File: src/rtl/dma_bd_pkg.sv
// Shared definitions for the DMA buffer-descriptor RAM: error-injection codes,
// event-counter constants and the SECDED check-bit width.
package dma_bd_pkg;

   typedef enum logic [1:0] {
      ErrNone      = 2'b00,
      ErrSingle    = 2'b01,
      ErrDouble    = 2'b10,
      ErrDoubleAlt = 2'b11
   } err_inj_e;

   localparam int unsigned CntWidth = 8;
   localparam logic [CntWidth-1:0] CntMax = 8'd255;

   // Injected faults flip codeword positions 3 and 5, i.e. data bits 0 and 1.
   localparam int unsigned InjPosA = 3;
   localparam int unsigned InjPosB = 5;

   // Hamming bits for data_width plus one overall-parity bit.
   function automatic int unsigned ecc_check_width(input int unsigned data_width);
      int unsigned r;
      r = 1;
      while ((32'd1 << r) < data_width + r + 1) r++;
      return r + 1;
   endfunction

   function automatic logic [CntWidth-1:0] sat_count(input logic [CntWidth-1:0] cnt,
                                                     input logic evt, input logic clr);
      if (clr) return {{(CntWidth-1){1'b0}}, evt};
      if (evt && cnt != CntMax) return cnt + 1'b1;
      return cnt;
   endfunction

endpackage

File: src/rtl/dma_bd_ram_core.sv
// Descriptor storage with SECDED encode on write and correct/detect on read.
// Check bits exist only when DMA_BD_RAM_ECC_EN is defined.
module dma_bd_ram_core
   import dma_bd_pkg::*;
#(
   parameter int DATA_WIDTH        = 32,
   parameter int NUM_INT_BDS_WIDTH = 4
) (
   input  logic                         clock,
   input  logic                         wr_en,
   input  logic [NUM_INT_BDS_WIDTH-1:0] wr_addr,
   input  logic [DATA_WIDTH-1:0]        wr_data,
   input  logic [1:0]                   err_inj,
   input  logic [NUM_INT_BDS_WIDTH-1:0] rd_addr,
   output logic [DATA_WIDTH-1:0]        rd_data,
   output logic                         rd_sb,
   output logic                         rd_db
);

   localparam int Depth = 2 ** NUM_INT_BDS_WIDTH;

`ifdef DMA_BD_RAM_ECC_EN
   localparam int CheckW = int'(ecc_check_width(DATA_WIDTH));
   localparam int HamW   = CheckW - 1;
   localparam int CodeW  = DATA_WIDTH + CheckW;

   logic [CodeW-1:0] mem [Depth];
   logic [CodeW-1:0] wr_code;
   logic [CodeW-1:0] rd_raw;
   logic [CodeW-1:0] rd_fixed;
   logic [HamW-1:0]  syndrome;
   logic             parity;

   // Codeword bit 0 is overall parity; power-of-two positions hold Hamming bits.
   function automatic logic [CodeW-1:0] encode(input logic [DATA_WIDTH-1:0] d);
      logic [CodeW-1:0] cw;
      logic             p;
      int               k;
      cw = '0;
      k  = 0;
      for (int pos = 1; pos < CodeW; pos++) begin
         if ((pos & (pos - 1)) != 0) begin
            cw[pos] = d[k];
            k++;
         end
      end
      for (int i = 0; i < HamW; i++) begin
         p = 1'b0;
         for (int pos = 1; pos < CodeW; pos++) if (pos[i]) p ^= cw[pos];
         cw[1 << i] = p;
      end
      cw[0] = ^cw;
      return cw;
   endfunction

   function automatic logic [DATA_WIDTH-1:0] extract(input logic [CodeW-1:0] cw);
      logic [DATA_WIDTH-1:0] d;
      int                    k;
      d = '0;
      k = 0;
      for (int pos = 1; pos < CodeW; pos++) begin
         if ((pos & (pos - 1)) != 0) begin
            d[k] = cw[pos];
            k++;
         end
      end
      return d;
   endfunction

   always_comb begin
      wr_code = encode(wr_data);
      if (err_inj != ErrNone) wr_code[InjPosA] = ~wr_code[InjPosA];
      if (err_inj[1])         wr_code[InjPosB] = ~wr_code[InjPosB];
   end

   always_ff @(posedge clock) begin
      if (wr_en) mem[wr_addr] <= wr_code;
   end

   always_comb begin
      rd_raw   = mem[rd_addr];
      syndrome = '0;
      for (int pos = 1; pos < CodeW; pos++) if (rd_raw[pos]) syndrome ^= pos[HamW-1:0];
      parity   = ^rd_raw;
      rd_fixed = rd_raw;
      for (int pos = 1; pos < CodeW; pos++) begin
         if (parity && int'(syndrome) == pos) rd_fixed[pos] = ~rd_fixed[pos];
      end
      rd_sb   = parity;
      rd_db   = !parity && (syndrome != '0);
      // Uncorrectable words are returned exactly as stored.
      rd_data = extract(rd_db ? rd_raw : rd_fixed);
   end
`else
   logic [DATA_WIDTH-1:0] mem [Depth];
   logic                  unused_err_inj;

   assign unused_err_inj = ^err_inj;

   always_ff @(posedge clock) begin
      if (wr_en) mem[wr_addr] <= wr_data;
   end

   assign rd_data = mem[rd_addr];
   assign rd_sb   = 1'b0;
   assign rd_db   = 1'b0;
`endif

endmodule

File: src/rtl/dma_bd_ram_mc.sv
// Descriptor RAM wrapper: write-first forwarding, read pipeline, rdValid and
// ECC error bookkeeping (flags/counters/dbAddr live only with DMA_BD_RAM_ECC_EN).
module dma_bd_ram_mc
   import dma_bd_pkg::*;
#(
   parameter int DATA_WIDTH        = 32,
   parameter int NUM_INT_BDS_WIDTH = 4,
   parameter int RD_PIPELINE       = 1
) (
   input  logic                         clock,
   input  logic                         resetn,
   input  logic                         wrEn,
   input  logic [NUM_INT_BDS_WIDTH-1:0] wrAddr,
   input  logic [DATA_WIDTH-1:0]        wrData,
   input  logic [1:0]                   errInj,
   input  logic                         rdEn,
   input  logic [NUM_INT_BDS_WIDTH-1:0] rdAddr,
   input  logic                         errClr,
   output logic [DATA_WIDTH-1:0]        rdData,
   output logic                         rdValid,
   output logic                         error_flag_sb_bd,
   output logic                         error_flag_db_bd,
   output logic [CntWidth-1:0]          sbCnt,
   output logic [CntWidth-1:0]          dbCnt,
   output logic [NUM_INT_BDS_WIDTH-1:0] dbAddr
);

   localparam int AW = NUM_INT_BDS_WIDTH;

   logic [DATA_WIDTH-1:0] mem_data;
   logic                  mem_sb;
   logic                  mem_db;
   logic                  fwd;
   logic [DATA_WIDTH-1:0] rd_word;
   logic                  rd_word_sb;
   logic                  rd_word_db;

   dma_bd_ram_core #(
      .DATA_WIDTH        (DATA_WIDTH),
      .NUM_INT_BDS_WIDTH (NUM_INT_BDS_WIDTH)
   ) u_core (
      .clock   (clock),
      .wr_en   (wrEn),
      .wr_addr (wrAddr),
      .wr_data (wrData),
      .err_inj (errInj),
      .rd_addr (rdAddr),
      .rd_data (mem_data),
      .rd_sb   (mem_sb),
      .rd_db   (mem_db)
   );

   // Forwarded words bypass storage, so they carry no ECC status.
   always_comb begin
      fwd        = wrEn && (wrAddr == rdAddr);
      rd_word    = fwd ? wrData : mem_data;
      rd_word_sb = !fwd && mem_sb;
      rd_word_db = !fwd && mem_db;
   end

   logic                  out_load;
   logic [DATA_WIDTH-1:0] out_data;
   logic                  out_sb;
   logic                  out_db;
   logic [AW-1:0]         out_addr;

   if (RD_PIPELINE != 0) begin : g_pipe
      logic                  s1_valid_q;
      logic [DATA_WIDTH-1:0] s1_data_q;
      logic                  s1_sb_q;
      logic                  s1_db_q;
      logic [AW-1:0]         s1_addr_q;

      always_ff @(posedge clock or negedge resetn) begin
         if (!resetn) begin
            s1_valid_q <= 1'b0;
            s1_data_q  <= '0;
            s1_sb_q    <= 1'b0;
            s1_db_q    <= 1'b0;
            s1_addr_q  <= '0;
         end else begin
            s1_valid_q <= rdEn;
            if (rdEn) begin
               s1_data_q <= rd_word;
               s1_sb_q   <= rd_word_sb;
               s1_db_q   <= rd_word_db;
               s1_addr_q <= rdAddr;
            end
         end
      end

      assign out_load = s1_valid_q;
      assign out_data = s1_data_q;
      assign out_sb   = s1_sb_q;
      assign out_db   = s1_db_q;
      assign out_addr = s1_addr_q;
   end else begin : g_nopipe
      assign out_load = rdEn;
      assign out_data = rd_word;
      assign out_sb   = rd_word_sb;
      assign out_db   = rd_word_db;
      assign out_addr = rdAddr;
   end

   logic                  rd_valid_q;
   logic [DATA_WIDTH-1:0] rd_data_q;

   always_ff @(posedge clock or negedge resetn) begin
      if (!resetn) begin
         rd_valid_q <= 1'b0;
         rd_data_q  <= '0;
      end else begin
         rd_valid_q <= out_load;
         if (out_load) rd_data_q <= out_data;
      end
   end

   assign rdValid = rd_valid_q;
   assign rdData  = rd_data_q;

`ifdef DMA_BD_RAM_ECC_EN
   logic                sb_evt;
   logic                db_evt;
   logic                sb_flag_q, sb_flag_d;
   logic                db_flag_q, db_flag_d;
   logic [CntWidth-1:0] sb_cnt_q, sb_cnt_d;
   logic [CntWidth-1:0] db_cnt_q, db_cnt_d;
   logic [AW-1:0]       db_addr_q, db_addr_d;

   // Events land on the same edge that raises rdValid for their read.
   always_comb begin
      sb_evt    = out_load && out_sb && !out_db;
      db_evt    = out_load && out_db;
      sb_flag_d = sb_evt || (sb_flag_q && !errClr);
      db_flag_d = db_evt || (db_flag_q && !errClr);
      sb_cnt_d  = sat_count(sb_cnt_q, sb_evt, errClr);
      db_cnt_d  = sat_count(db_cnt_q, db_evt, errClr);
      db_addr_d = db_addr_q;
      if (db_evt && !db_flag_q) db_addr_d = out_addr;
      else if (errClr)          db_addr_d = '0;
   end

   always_ff @(posedge clock or negedge resetn) begin
      if (!resetn) begin
         sb_flag_q <= 1'b0;
         db_flag_q <= 1'b0;
         sb_cnt_q  <= '0;
         db_cnt_q  <= '0;
         db_addr_q <= '0;
      end else begin
         sb_flag_q <= sb_flag_d;
         db_flag_q <= db_flag_d;
         sb_cnt_q  <= sb_cnt_d;
         db_cnt_q  <= db_cnt_d;
         db_addr_q <= db_addr_d;
      end
   end

   assign error_flag_sb_bd = sb_flag_q;
   assign error_flag_db_bd = db_flag_q;
   assign sbCnt            = sb_cnt_q;
   assign dbCnt            = db_cnt_q;
   assign dbAddr           = db_addr_q;
`else
   logic unused_ecc;

   assign unused_ecc       = ^{errClr, out_sb, out_db, out_addr};
   assign error_flag_sb_bd = 1'b0;
   assign error_flag_db_bd = 1'b0;
   assign sbCnt            = '0;
   assign dbCnt            = '0;
   assign dbAddr           = '0;
`endif

endmodule

File: config.mk
export PLATFORM = sky130hd
export DESIGN_NAME = dma_bd_ram_mc
export DESIGN_NICKNAME = d
export VERILOG_FILES = /design/src/rtl/dma_bd_pkg.sv /design/src/rtl/dma_bd_ram_core.sv /design/src/rtl/dma_bd_ram_mc.sv
export SDC_FILE = /design/constraint.sdc
export NUM_CORES = 1
export LEC_CHECK = 0
export CAP_MARGIN = 30
export CORE_MARGIN = 2
export CORE_UTILIZATION = 35
export CTS_CLUSTER_DIAMETER = 80
export DETAILED_ROUTE_END_ITERATION = 16
export GPL_ROUTABILITY_DRIVEN = 0
export GPL_TIMING_DRIVEN = 0
export PLACE_DENSITY = 0.52
export SETUP_SLACK_MARGIN = 0.4
export SKIP_LAST_GASP = 1
export SLEW_MARGIN = 0
export SYNTH_ARGS = -nofsm -noshare
export SYNTH_HDL_FRONTEND = slang
export SYNTH_SLANG_ARGS = --single-unit
File: constraint.sdc
create_clock -name clock -period 1.7 [get_ports clock]
set_clock_uncertainty 0.1 [all_clocks]
set_input_delay 0.17 -clock clock [delete_from_list [all_inputs] [get_ports clock]]
set_output_delay 0.17 -clock clock [all_outputs]
set_load 0.005 [all_outputs]
* Word-level counts from Yosys, hierarchy flattened *
Memory sizes are Yosys's and may differ from the RTL's. A register that Yosys moved wholly into a read port is not among the register bits.
Index checks and enable logic that the tools add are counted.

word-level totals
  memory bits (writable) = 512
  input port bits = 47
  word-level logic and storage cells = 7
  memories = 1
  output and inout bits = 55
  register bits = 34

cells by class
  reductions and logical operators = 1
  mux-type cells = 2

memory list
  memory      depth  bits a word  read ports  clocked after memory_dff  wr ports  line                   text
  u_core.mem  16     32           1           1                         1         dma_bd_ram_core.sv:95  logic [DATA_WIDTH-1:0] mem [Depth];

operators with widths
  cell              number
  $mux W1           2
  $logic_not A1 Y1  1

* Depth between registers and ports, before layout *
  word-level depth = 2
  gate-level depth with buffers = 7
  depth with buffers taken out = 4

* Modules after synthesis *
Synthesis repeated with hierarchy kept, for this count alone.

unflattened totals
  cell total of the unflattened synthesis = 1093
  area total of the unflattened synthesis = 22331.4 sq um

modules (own cells, without submodules)
  module           area an instance (sq um)  seq. area each (sq um)  instances  cells each
  dma_bd_ram_core  19232.2                   15374.7                 1          809
  dma_bd_ram_mc    3099.2                    1651.6                  1          284

* Least setup slack after synthesis *
OpenSTA, ideal clock, no wires.

  kind = input to register
  start point = in wrAddr[2]
  end point = mem u_core.mem[0][0], enable pin
  cell stages on the path = 2
  path buffers = 0
  arrival = 2888 ps
  library setup time = 461 ps
  setup slack = -1750 ps
  cell sequence = or3b_2 nor3_1

RTL lines
  item         line                   text
  from (decl)  dma_bd_ram_mc.sv:13    input logic [NUM_INT_BDS_WIDTH-1:0] wrAddr,
  to (decl)    dma_bd_ram_core.sv:95

Straight into the memory's write port.

==> flow_summary.toml <==
[timing]
finalMaxSlewViolations = 0
setup_slack_ns = 0.1695
period_share_pct = 90.03
hold_slack_ns = -0.03432
slew_headroom_pct = 52.47
worst_pin_slew_ns = 0.7130
rsz0062_at_grt = "yes"
setup_tns_ns = 0
fmax_mhz = 653.4
period_minus_slack_ns = 1.531
hold_viol_final = 18
finalSetupViolCount = 0

[die]
fp.dieW_um = 259.9
dieArea_mm2 = 0.06753
dieHeight_um = 259.9
row_count = 93
start_util_pct = 35.48
core_area_mm2 = 0.06458
pin_count = 102

[run]
maxCapViolations = 0

[critical_path]
crit_required_ns = 2.08
r2r-start = "u_core.mem[14][31]"
cp_slowest_cell = "mux4_2"
end_kind = "flip-flop"
reg2reg_slack_ns = 0.17
crit_buf_inv = 0
cp_cell_sequence = "mux4_2 > mux2_4 > nand2_2 > a31oi_1"
worstPathArrival_ns = 1.91
crit_path_max_incr_delay_ns = 0.50
regToRegEndpoint = "g_pipe.s1_data_q[31]"
path_class = "reg -> reg"
critPathLaunchType = "flip-flop"
cp.depth = 4
rr_worst_depth = 4
cp_top_family = "multiplexers"
path_max_fanout = 1

[run_status]
violations = "hold timing"
status = "finished, violations left"

[detailed_routing]
wl_um = 56720
antenna_left = 0
avgViaCountPerCell = 5.126
drc = 0
num_vias = 11710
routedWlPerCell_um = 24.82
drt_iter0_markers = 979
drtPass1Iterations = 7

[global_route]
grt_pass1_vias = 12300
grt_max_degree = 35
antenna_found_initial = 1
grt_pass1_wl_um = 82390
globalRouteOverflowTotal = 0
grt_use_total_pct = 16.79

[power_and_ir_drop]
vdd_drop_max_v = 0.0007409
p_leak_nw = 10.08
p_per_area_mw_per_mm2 = 1123
power.total_mw = 31.61

[logic_synthesis]
netlist_instances = 1154
yosysWarnings = 0
postSynthAreaPerCell_um2 = 19.86
yosys.area.top_type_share_pct = 67.10
synth.area.top_cells = "edfxtp_1, mux4_1, dfrtp_1, mux2_2, mux2i_1"
ys_ff_latch = 578
syn_area_mm2 = 0.02291
synth-seq-area-share_pct = 74.31
synth.distinct_cells = 31
yosys.area.top_type = "edfxtp_1"

[hold_path]
hp-class = "in -> async"

[clocking]
clk_path_buf_depth = 3
tritoncts = "built"
clk_pin_slew_ns = 0.06
root_buffer = "clkbuf_16"
htreeDepth = 2
clk_latency_ns = 0.62
numCtsBuffers = 60
cts_sinks = 578
hold_buffers = 3

[finish]
final_cell_mix = "edfxtp_1, mux4_2, clkbuf_16, dfrtp_1, mux2i_1"
nFillCells = 5588
drive_above_1_share_pct = 34.13
fin_area_mm2 = 0.02816
area_growth_pct = 22.88
final_common_cell = "edfxtp_1"
diodes = 0
final_nets = 1427

[place]
io_buffers = 72
dpl.hpwl_um = 36220
dpl_cell_area_mm2 = 0.02547
pre_cts_ws_ns = -1.165
synth_stat cells (all sizes together):
master / instances
a21boi: 1
nand3b: 2
edfxtp: 512
nor2b: 1
or3b: 1
clkbuf: 28
nor2: 45
xnor2: 1
mux2: 64
a41o: 32
xor2: 3
mux4: 96
inv: 33
a221oi: 32
and2: 1
mux2i: 64
buf: 66
nand2b: 2
dfrtp: 66
nand2: 33
nor3: 5
a31oi: 32
nand3: 1
conb: 1
o21ai: 32
worst register-to-register path: cells and delay by family, from the launching register on:
| kind | cells | cell delay [ns] |
|---|---|---|
| flops | 1 | 0.37 |
| mux | 2 | 0.80 |
| simple gates | 1 | 0.07 |
| compound gates | 1 | 0.08 |
per-layer routing:
metal | up-vias | share of wire (%) | track usage, %
met1 | 6221 | 45 | 23.50
li1 | 5096 | - | -
met3 | 71 | 5.4 | 2.758
met2 | 322 | 48 | 27.01
met4 | 2 | 2.1 | 5.013
met5 | - | 0.012 | 0
stage by stage:
| step | utilization (%) | cells |
|---|---|---|
| after floorplan | - | 1175 |
| after global placement | 38.55 | 2102 |
| after detailed placement | 39.44 | 2126 |
| after CTS | 43.21 | 2278 |
| after global routing | 43.60 | 2285 |
| final | 43.60 | 2285 |
state kept, by name (all words and copies together), names as in the netlist:
signal / flops
u_core.mem: 512
g_pipe.s1_data_q: 32
rdData: 32
g_pipe.s1_valid_q: 1
rdValid: 1
area by class of cell:
class / instances / area [µm²] / area share, %
Buffer: 94 / 835.8 / 2.968
Inverter: 33 / 123.9 / 0.4399
Multi-Input combinational cell: 471 / 5532 / 19.65
Sequential cell: 578 / 17030 / 60.47
Tap cell: 855 / 1070 / 3.800
Clock buffer: 86 / 1692 / 6.008
Clock inverter: 26 / 232.7 / 0.8266
Timing Repair Buffer: 142 / 1644 / 5.839
cell families (layout without fill, tap and decap cells):
logic type | count (synthesis) | after routing | synth area share (%)
other | 1 | 22 | 0.01637
buffers and inverters | 127 | 381 | 3.096
and+or+nand+nor | 91 | 92 | 1.644
xor gates and xnor gates | 4 | 4 | 0.1529
AOI/OAI and AO/OA | 129 | 129 | 4.227
DFF | 578 | 578 | 74.31
muxes | 224 | 224 | 16.56
timing repair:
| action | 4_1_cts | 5_1_grt |
|---|---|---|
| endpoints found under the hold margin | 86 | 9 |
| setup endpoints to repair | 609 | 252 |
| pin swaps | 27 | 5 |
| resized for setup | 231 | 53 |
| setup buffers | 36 | 4 |
| gates cloned | 1 | 3 |
worst max-delay path by stage:
stage / startpoint / to / slack (ns)
detailed placement: wrAddr[3] / u_core.mem[8][9] / -1.17
global route: u_core.mem[14][31] / g_pipe.s1_data_q[31] / 0.11
global placement: resetn / rdData[29] / -2.68
floorplan: wrAddr[2] / u_core.mem[0][0] / -0.30
CTS: u_core.mem[12][31] / g_pipe.s1_data_q[31] / 0.16
finish: u_core.mem[14][31] / g_pipe.s1_data_q[31] / 0.17
report_power, final:
| part | internal [mW] | total (mW) | leakage (nW) | switching [mW] |
|---|---|---|---|---|
| Clock | 7.48 | 12.8 | 0.945 | 5.29 |
| Sequential | 16.0 | 16.2 | 5.37 | 0.231 |
| Combinational | 1.28 | 2.63 | 3.76 | 1.36 |
| Total | 24.7 | 31.6 | 10.1 | 6.87 |
Note: power is estimated with default switching activity, not from simulation.
